===== src/rtl/regfile_wb_sched.sv =====
// Write-port scheduler and scoreboard for the 1W2R register file.
// Merges pipeline writeback with queued long-latency results and generates the issue stall.
module regfile_wb_sched #(
    parameter int AWIDTH       = 5,
    parameter int DWIDTH       = 32,
    parameter int QDEPTH       = 2,
    parameter int STARVE_LIMIT = 4
) (
    input  logic              clk,
    input  logic              rst_n,
    input  logic              p_we,
    input  logic [AWIDTH-1:0] p_wa,
    input  logic [DWIDTH-1:0] p_wd,
    input  logic              s_valid,
    output logic              s_ready,
    input  logic [AWIDTH-1:0] s_wa,
    input  logic [DWIDTH-1:0] s_wd,
    input  logic              iss_valid,
    input  logic              iss_long,
    input  logic [AWIDTH-1:0] iss_rd,
    input  logic [AWIDTH-1:0] iss_ra1,
    input  logic [AWIDTH-1:0] iss_ra2,
    output logic              stall,
    output logic              wb_hold,
    output logic              rf_we,
    output logic [AWIDTH-1:0] rf_wa,
    output logic [DWIDTH-1:0] rf_wd,
    output logic              err
);

    localparam int PW = $clog2(QDEPTH);
    localparam int CW = $clog2(STARVE_LIMIT + 1);
    localparam int NREG = 1 << AWIDTH;

    logic [AWIDTH-1:0] q_wa [QDEPTH];
    logic [DWIDTH-1:0] q_wd [QDEPTH];
    logic [PW:0]       wptr, rptr;
    logic [CW-1:0]     starve_cnt;
    logic [NREG-1:0]   busy;

    logic              empty, full, p_act, hold_i, drain, accept, enq, stall_i, busy_set;
    logic [AWIDTH-1:0] head_wa;
    logic [DWIDTH-1:0] head_wd;

    function automatic logic hz(input logic [AWIDTH-1:0] a, input logic [NREG-1:0] bsy,
                                input logic drn, input logic [AWIDTH-1:0] dwa);
        return (a != '0) && bsy[a] && !(drn && (dwa == a));
    endfunction

    always_comb begin
        empty    = (wptr == rptr);
        full     = (wptr[PW] != rptr[PW]) && (wptr[PW-1:0] == rptr[PW-1:0]);
        head_wa  = q_wa[rptr[PW-1:0]];
        head_wd  = q_wd[rptr[PW-1:0]];
        p_act    = p_we && (p_wa != '0);
        hold_i   = (starve_cnt == CW'(STARVE_LIMIT));
        // The starvation hold lets the FIFO steal the port even from a live primary write.
        drain    = !empty && (!p_act || hold_i);
        accept   = s_valid && (!full || drain);
        enq      = accept && (s_wa != '0);
        stall_i  = iss_valid && (hz(iss_ra1, busy, drain, head_wa) ||
                                 hz(iss_ra2, busy, drain, head_wa) ||
                                 hz(iss_rd,  busy, drain, head_wa));
        busy_set = iss_valid && iss_long && !stall_i && (iss_rd != '0);
    end

    // Outputs are gated so they read 0 for the whole time reset is asserted.
    always_comb begin
        s_ready = rst_n && (!full || drain);
        stall   = rst_n && stall_i;
        wb_hold = rst_n && hold_i;
        rf_we   = rst_n && (drain || p_act);
        rf_wa   = '0;
        rf_wd   = '0;
        if (rst_n && drain) begin
            rf_wa = head_wa;
            rf_wd = head_wd;
        end else if (rst_n && p_act) begin
            rf_wa = p_wa;
            rf_wd = p_wd;
        end
    end

    // NOTE: FIFO storage has no reset; the pointers alone define which entries are valid.
    always_ff @(posedge clk) begin
        if (enq) begin
            q_wa[wptr[PW-1:0]] <= s_wa;
            q_wd[wptr[PW-1:0]] <= s_wd;
        end
    end

    always_ff @(posedge clk or negedge rst_n) begin
        if (!rst_n) begin
            wptr       <= '0;
            rptr       <= '0;
            starve_cnt <= '0;
            busy       <= '0;
            err        <= 1'b0;
        end else begin
            if (enq)
                wptr <= wptr + 1'b1;
            if (drain)
                rptr <= rptr + 1'b1;
            if (empty || drain)
                starve_cnt <= '0;
            else
                starve_cnt <= starve_cnt + CW'(1);
            // Set is applied after clear so a same-address set wins.
            if (drain)
                busy[head_wa] <= 1'b0;
            if (busy_set)
                busy[iss_rd] <= 1'b1;
            if (p_act && (hold_i || busy[p_wa]))
                err <= 1'b1;
        end
    end

endmodule

===== config.mk =====
export PLATFORM = sky130hd
export DESIGN_NAME = regfile_wb_sched
export DESIGN_NICKNAME = d
export VERILOG_FILES = /design/src/rtl/regfile_wb_sched.sv
export SDC_FILE = /design/constraint.sdc
export NUM_CORES = 1
export LEC_CHECK = 0
export BUFFER_PORTS_ARGS = -buffer_cell sky130_fd_sc_hd__buf_2
export CORE_ASPECT_RATIO = 1.1
export CORE_MARGIN = 3
export CORE_UTILIZATION = 50
export DETAILED_ROUTE_END_ITERATION = 8
export HOLD_SLACK_MARGIN = 0.15
export PLACE_DENSITY = 0.88
export SETUP_SLACK_MARGIN = 0.5
export SYNTH_ARGS = -nofsm -noshare
export SYNTH_HDL_FRONTEND = slang
export SYNTH_SLANG_ARGS = --single-unit

===== constraint.sdc =====
create_clock -name clk -period 3.9 [get_ports clk]
set_input_delay 0.39 -clock clk [delete_from_list [all_inputs] [get_ports clk]]
set_output_delay 0.39 -clock clk [all_outputs]
set_load 0.1 [all_outputs]

# [Word level (Yosys, flattened, before mapping)]
# Memories as Yosys holds them, arrays and structs flattened.
# Cells that the tools add are included.
[word_totals] ff_bits=40 ramBits=74 input_bits=95 wordCells=94 n_memories=2
[mem_list] name="q_wd" words=2 word_bits=32 rd=1 rd_ports_with_merged_regs=0 wr=1 line_no="36" rtl="logic [DWIDTH-1:0] q_wd [QDEPTH];"
[mem_list] name="q_wa" words=2 word_bits=5 rd=1 rd_ports_with_merged_regs=0 wr=1 line_no="35" rtl="logic [AWIDTH-1:0] q_wa [QDEPTH];"
[op_classes] addsub=3 order_cmp=7 eq_ne=7 mux=21 bitwise=3 reduce_logical=46
[op_table] op="2-to-1 mux 32 bit" count=4
[op_table] op="bitwise AND 32 bit" count=1
[op_table] op="NOT 32 bit" count=1
[op_table] op="bitwise OR 32 bit" count=1
[op_table] op="< comparator 5 x 6 -> 1 bit, second input constant" count=5
[op_table] op="logical AND 1 bit" count=27
[op_table] op="nonzero test 5 bit" count=5
[op_table] op="binary-select mux 1 bit (select 5 bit)" count=4
[op_table] op="== test 5 bit" count=3
[op_table] op="demux 1 bit (select 5 bit)" count=2
[op_table] op="greater-or-equal comparator 5 x 1 -> 1 bit, second input constant" count=2
[op_table] op="2-to-1 mux 5 bit" count=2
[op_table] op="2-to-1 mux 1 bit" count=8
[op_table] op="logical NOT 1 bit" count=7
[op_table] op="logical OR 1 bit" count=7
[op_table] op="adder 2 x 1 -> 2 bit, second input constant" count=2
[op_table] op="adder 3 x 1 -> 3 bit, second input constant" count=1
[op_table] op="== test 3 bit, second input constant" count=1
[op_table] op="2-to-1 mux 3 bit" count=1
[op_table] op="== test 2 bit" count=1
[op_table] op="== test 1 bit" count=1
[op_table] op="!= test 1 bit" count=1

# [Depth between registers and ports, before layout]
[logic_depth] ltp_word=15 depth_mapped=10 depth_no_buf=9

# [Worst setup path after synthesis]
# No wires, ideal clock.
[synth_timing] path_type="input port to flip-flop" start="input port p_wa[0]" end="memory q_wa[0][0], enable pin" setup_time_ns=0.477 arrival_time_ns=4.119 t_required_ns=3.423 slack_ns=-0.696 path_stages=6 path_buffers=1 cell_sequence="buf_6 -> or4_4 -> o21ai_0 -> nand2b_1 -> nor3b_1 -> nor3_1"
[synth_via] elab_chain_len=10
[synth_lines] item="start, declared" line_no="12" rtl="input logic [AWIDTH-1:0] p_wa,"
[synth_lines] item="nonzero test 5 bit" line_no="55" rtl="p_act = p_we && (p_wa != '0);"
[synth_lines] item="logical AND 1 bit" line_no="55"
[synth_lines] item="logical NOT 1 bit" line_no="58" rtl="drain = !empty && (!p_act || hold_i);"
[synth_lines] item="logical OR 1 bit" line_no="58"
[synth_lines] item="logical AND 1 bit" line_no="58"
[synth_lines] item="logical OR 1 bit" line_no="59" rtl="accept = s_valid && (!full || drain);"
[synth_lines] item="logical AND 1 bit" line_no="59"
[synth_lines] item="logical AND 1 bit" line_no="60" rtl="enq = accept && (s_wa != '0);"
[synth_lines] item="2-to-1 mux 1 bit" line_no="86" rtl="if (enq) begin"
[synth_lines] item="2-to-1 mux 1 bit (not written as such)" line_no="87" rtl="q_wa[wptr[PW-1:0]] <= s_wa;"
[synth_lines] item="end, declared" line_no="35"
# Every way passes these cells.

# [Final worst setup path]
[layout_timing] start="register rptr[0]" end="output port stall"
[layout_via] elab_chain_len=10 elab_cells_between_ends=20 cone_classes="eq/ne (4); reduce/logical (15); memory (1)"
[layout_lines] item="start, declared" line_no="37" rtl="logic [PW:0] wptr, rptr;"
[layout_lines] item="start signal, assigned" line_no="103" rtl="rptr <= rptr + 1'b1;"
[layout_lines] item="parallel branches: the longest is 7 deep, another holds memory (2 x 5 bit)"
[layout_lines] item="logical OR 1 bit *" line_no="62" rtl="hz(iss_ra2, busy, drain, head_wa) ||"
[layout_lines] item="logical AND 1 bit *" line_no="61" rtl="stall_i = iss_valid && (hz(iss_ra1, busy, drain, head_wa) ||"
[layout_lines] item="logical AND 1 bit *" line_no="70" rtl="stall = rst_n && stall_i;"
[layout_lines] item="end, declared" line_no="23" rtl="output logic stall,"
# Every way passes the cells marked *.

==> results_dict.tcl <==
set metrics [dict create \
    timing.rr.end "busy[23]" \
    p_leak_uw 0.003278 \
    postSynth.asyncResetShare_pct 35.09 \
    grt.total_usage_pct 24.17 \
    synth_area_um2 6435 \
    synth_top_family_by_area "multiplexers" \
    routedWlPerCell_um 20.84 \
    slowest_delay_ns 0.57 \
    netlist_instances 538 \
    critPathRequiredTime_ns 3.51 \
    crit_fanout 31 \
    rsz0062_at_grt "true" \
    synth_area_leaders "edfxtp_1 35%, dfrtp_1 16%, mux2i_1 9.0%" \
    synth_warnings 0 \
    synthXorXnorAreaFrac_pct 2.994 \
    vias 5253 \
    crit_path_frequent_cell "buf_12" \
    critPathKind "flop to primary output" \
    dp_hpwl_um 11810 \
    crit_slowest_cell "dfrtp_2" \
    yosysSeqAreaShare_pct 50.09 \
    finalNetCount 767 \
    cts_tree "yes" \
    htreeDepth 4 \
    synth_mux_area_share_pct 18.20 \
    ys_ff_latch 114 \
    yosys.area.top_type "edfxtp_1" \
    start_util_pct 52.33 \
    coreArea_um2 12300 \
    drt.antenna.violating_nets 0 \
    grt_pass1_wl_um 27050 \
    worst_skew_pair.late_latency_ns 0.41 \
    p_per_area_nw_per_um2 803.8 \
    synth_edf_count 74 \
    synth-compound-area-share_pct 12.97 \
    fmax_mhz 305.8 \
    hold_viol_final 0 \
    period_minus_slack_ns 3.270 \
    routed_via_density 6.268 \
    vdd_drop_max_v 0.0005642 \
    start_kind "flop" \
    cp_data_arrival_time_ns 2.88 \
    maxSlewViolCount 0 \
    dr.pass1.iters 5 \
    yosysTopAreaCellShare_pct 34.53 \
    regToRegSetupSlack_ns 0.98 \
    cts_buffer_depth 2 \
    dpl.cell_count 804 \
    critPathCaptureType "primary output" \
    drive_above_1_share_pct 37.92 \
    grt_overflow 0 \
    hold_start "s_wd[18]" \
    cts.sinks 114 \
    syn-num-nets 635 \
    final_cell_count_no_fill 838 \
    worstMarginPinSlew_ns 1.311 \
    finalCritPeriodShare_pct 83.85 \
    die_x_um 114.2 \
    synthSimpleGateAreaFrac_pct 12.07 \
    synth_cell_types 56 \
    synth-adder-area-share_pct 0.3889 \
    grt_pass1_vias 5274 \
    final-setup-viol-count 0 \
    yosys-top-cells-count "74 x edfxtp_1, 72 x o21ai_0, 70 x nand2_1" \
    min_path_type "input port to flop" \
    timing.rr.start "rptr[0]" \
    grt_max_degree 46 \
    drc 0 \
    hold_depth 1 \
    slew_headroom_pct 12.42 \
    path_clk_slew_ns 0.06 \
    path_cells "buf_12 -> mux2i_1 -> buf_4 -> xnor2_1 -> nor3_1 -> nand4_2 -> o311a_1 -> o211a_1 -> buf_12" \
    row_count 42 \
    die_h_um 125.0 \
    drt_iter0_markers 532 \
    antenna_found_initial 1 \
    die-area_um2 14270 \
    holdPathEnd "q_wd[0][18]" \
    wl_um 17460 \
    synth_area_per_cell_um2 11.96 \
    root_buffer "clkbuf_16" \
    io_buffers 136 \
    synth_most_common_cell "edfxtp_1" \
    r2r_cells 10 \
    clock_skew_ns 0.008179 \
    post-cts-setup-buffers 0 \
    io_pins 137 \
    area_growth_pct 25.24 \
    outcome "completed" \
    numCtsBuffers 17 \
    routabilityCongestion 0.9277 \
    drv_cap 0 \
    synthFlopType "edfxtp_1" \
    hold_ws_ns 0.1612 \
]
-- cells by family after synthesis --
group | after synthesis
flip-flops | 114
XOR/XNOR | 22
AO/OA/AOI/OAI | 126
adder cells (fa/ha/maj) | 2
buffers and inverters | 42
AND/OR/NAND/NOR | 147
multiplexers | 85
-- cell type report --
type / count / area (um^2)
Antenna cell: 1 / 2.502
Clock buffer: 17 / 425.4
Clock inverter: 15 / 151.4
Fill cell: 873 / 4238
Inverter: 5 / 18.77
Multi-Input combinational cell: 382 / 3137
Sequential cell: 114 / 3224
Tap cell: 154 / 192.7
Timing Repair Buffer: 150 / 907.1
-- placed cells by master, fill, tap and decap left out, drive strengths merged, types with 14 or more instances in the layout --
cell    instances
mux4           23
mux2i          60
buf           120
edfxtp         74
o21ai          73
nand3          14
clkbuf         46
dfrtp          40
o31ai          28
nand2          70
-- timing repair --
item | in CTS | in global routing
endpoints found under the setup margin | 33 | 33
pin swaps | 0 | 0
gates resized for setup | 3 | 33
endpoints found under the hold margin | 40 | 0
hold buffers | 1 | 0
-- metrics by stage --
| step | setup WS, ns | setup TNS, ns | utilization (%) | total power, uW | area, um^2 |
|---|---|---|---|---|---|
| after global placement | 0.8843 | 0 | 59.98 | 4793 | 7376 |
| after global routing | 0.4767 | 0 | 65.54 | 6735 | 8059 |
| after CTS | 0.4785 | 0 | 64.83 | 6391 | 7971 |
| after detailed placement | 0.7390 | 0 | 59.98 | 4880 | 7376 |
| after floorplan | -0.2451 | -1.716 | - | 4251 | 6559 |
| final | 0.6297 | 0 | 65.54 | 6478 | 8059 |
-- state kept, by name, summed over array words and instances (netlist names) --
register / cells
busy: 32
q_wa: 10
wptr: 2
starve_cnt: 3
q_wd: 64
rptr: 2
err: 1
-- power breakdown --
group / switching (uW) / internal [uW]
Combinational: 2150 / 887
Sequential: 278 / 1670
Clock: 593 / 893
-- worst max-delay path, delay by kind of cell, from the launching register on --
kind,cells,cell delay (ns)
DFF,1,0.57
and+or+nand+nor,2,0.36
AOI/OAI and AO/OA,2,0.44
xor gates and xnor gates,1,0.09
buffers and inverters,3,0.72
muxes,1,0.26
-- worst max-delay path by stage --
stage	depth (start not counted)	endpoint	startpoint	slack [ns]
finish	9	stall	rptr[0]	0.63
global route	8	rf_wd[15]	rptr[0]	0.48
CTS	8	rf_wd[18]	rptr[0]	0.48
detailed placement	8	q_wd[1][7]	p_wa[0]	0.74
global placement	8	rf_wd[15]	p_wa[0]	0.88
floorplan	6	rf_wd[0]	p_wa[0]	-0.25
-- layer usage --
metal | up-vias | share of wire [%] | wire, um | global-route usage, %
met4 | 0 | 3.6 | 620 | 10.90
met5 | - | 0 | 0 | 0
met2 | 285 | 50 | 8777 | 38.66
li1 | 2345 | - | - | -
met3 | 58 | 9.2 | 1615 | 7.637
met1 | 2565 | 37 | 6446 | 29.98
No activity file was read; power rests on OpenSTA's default activity.
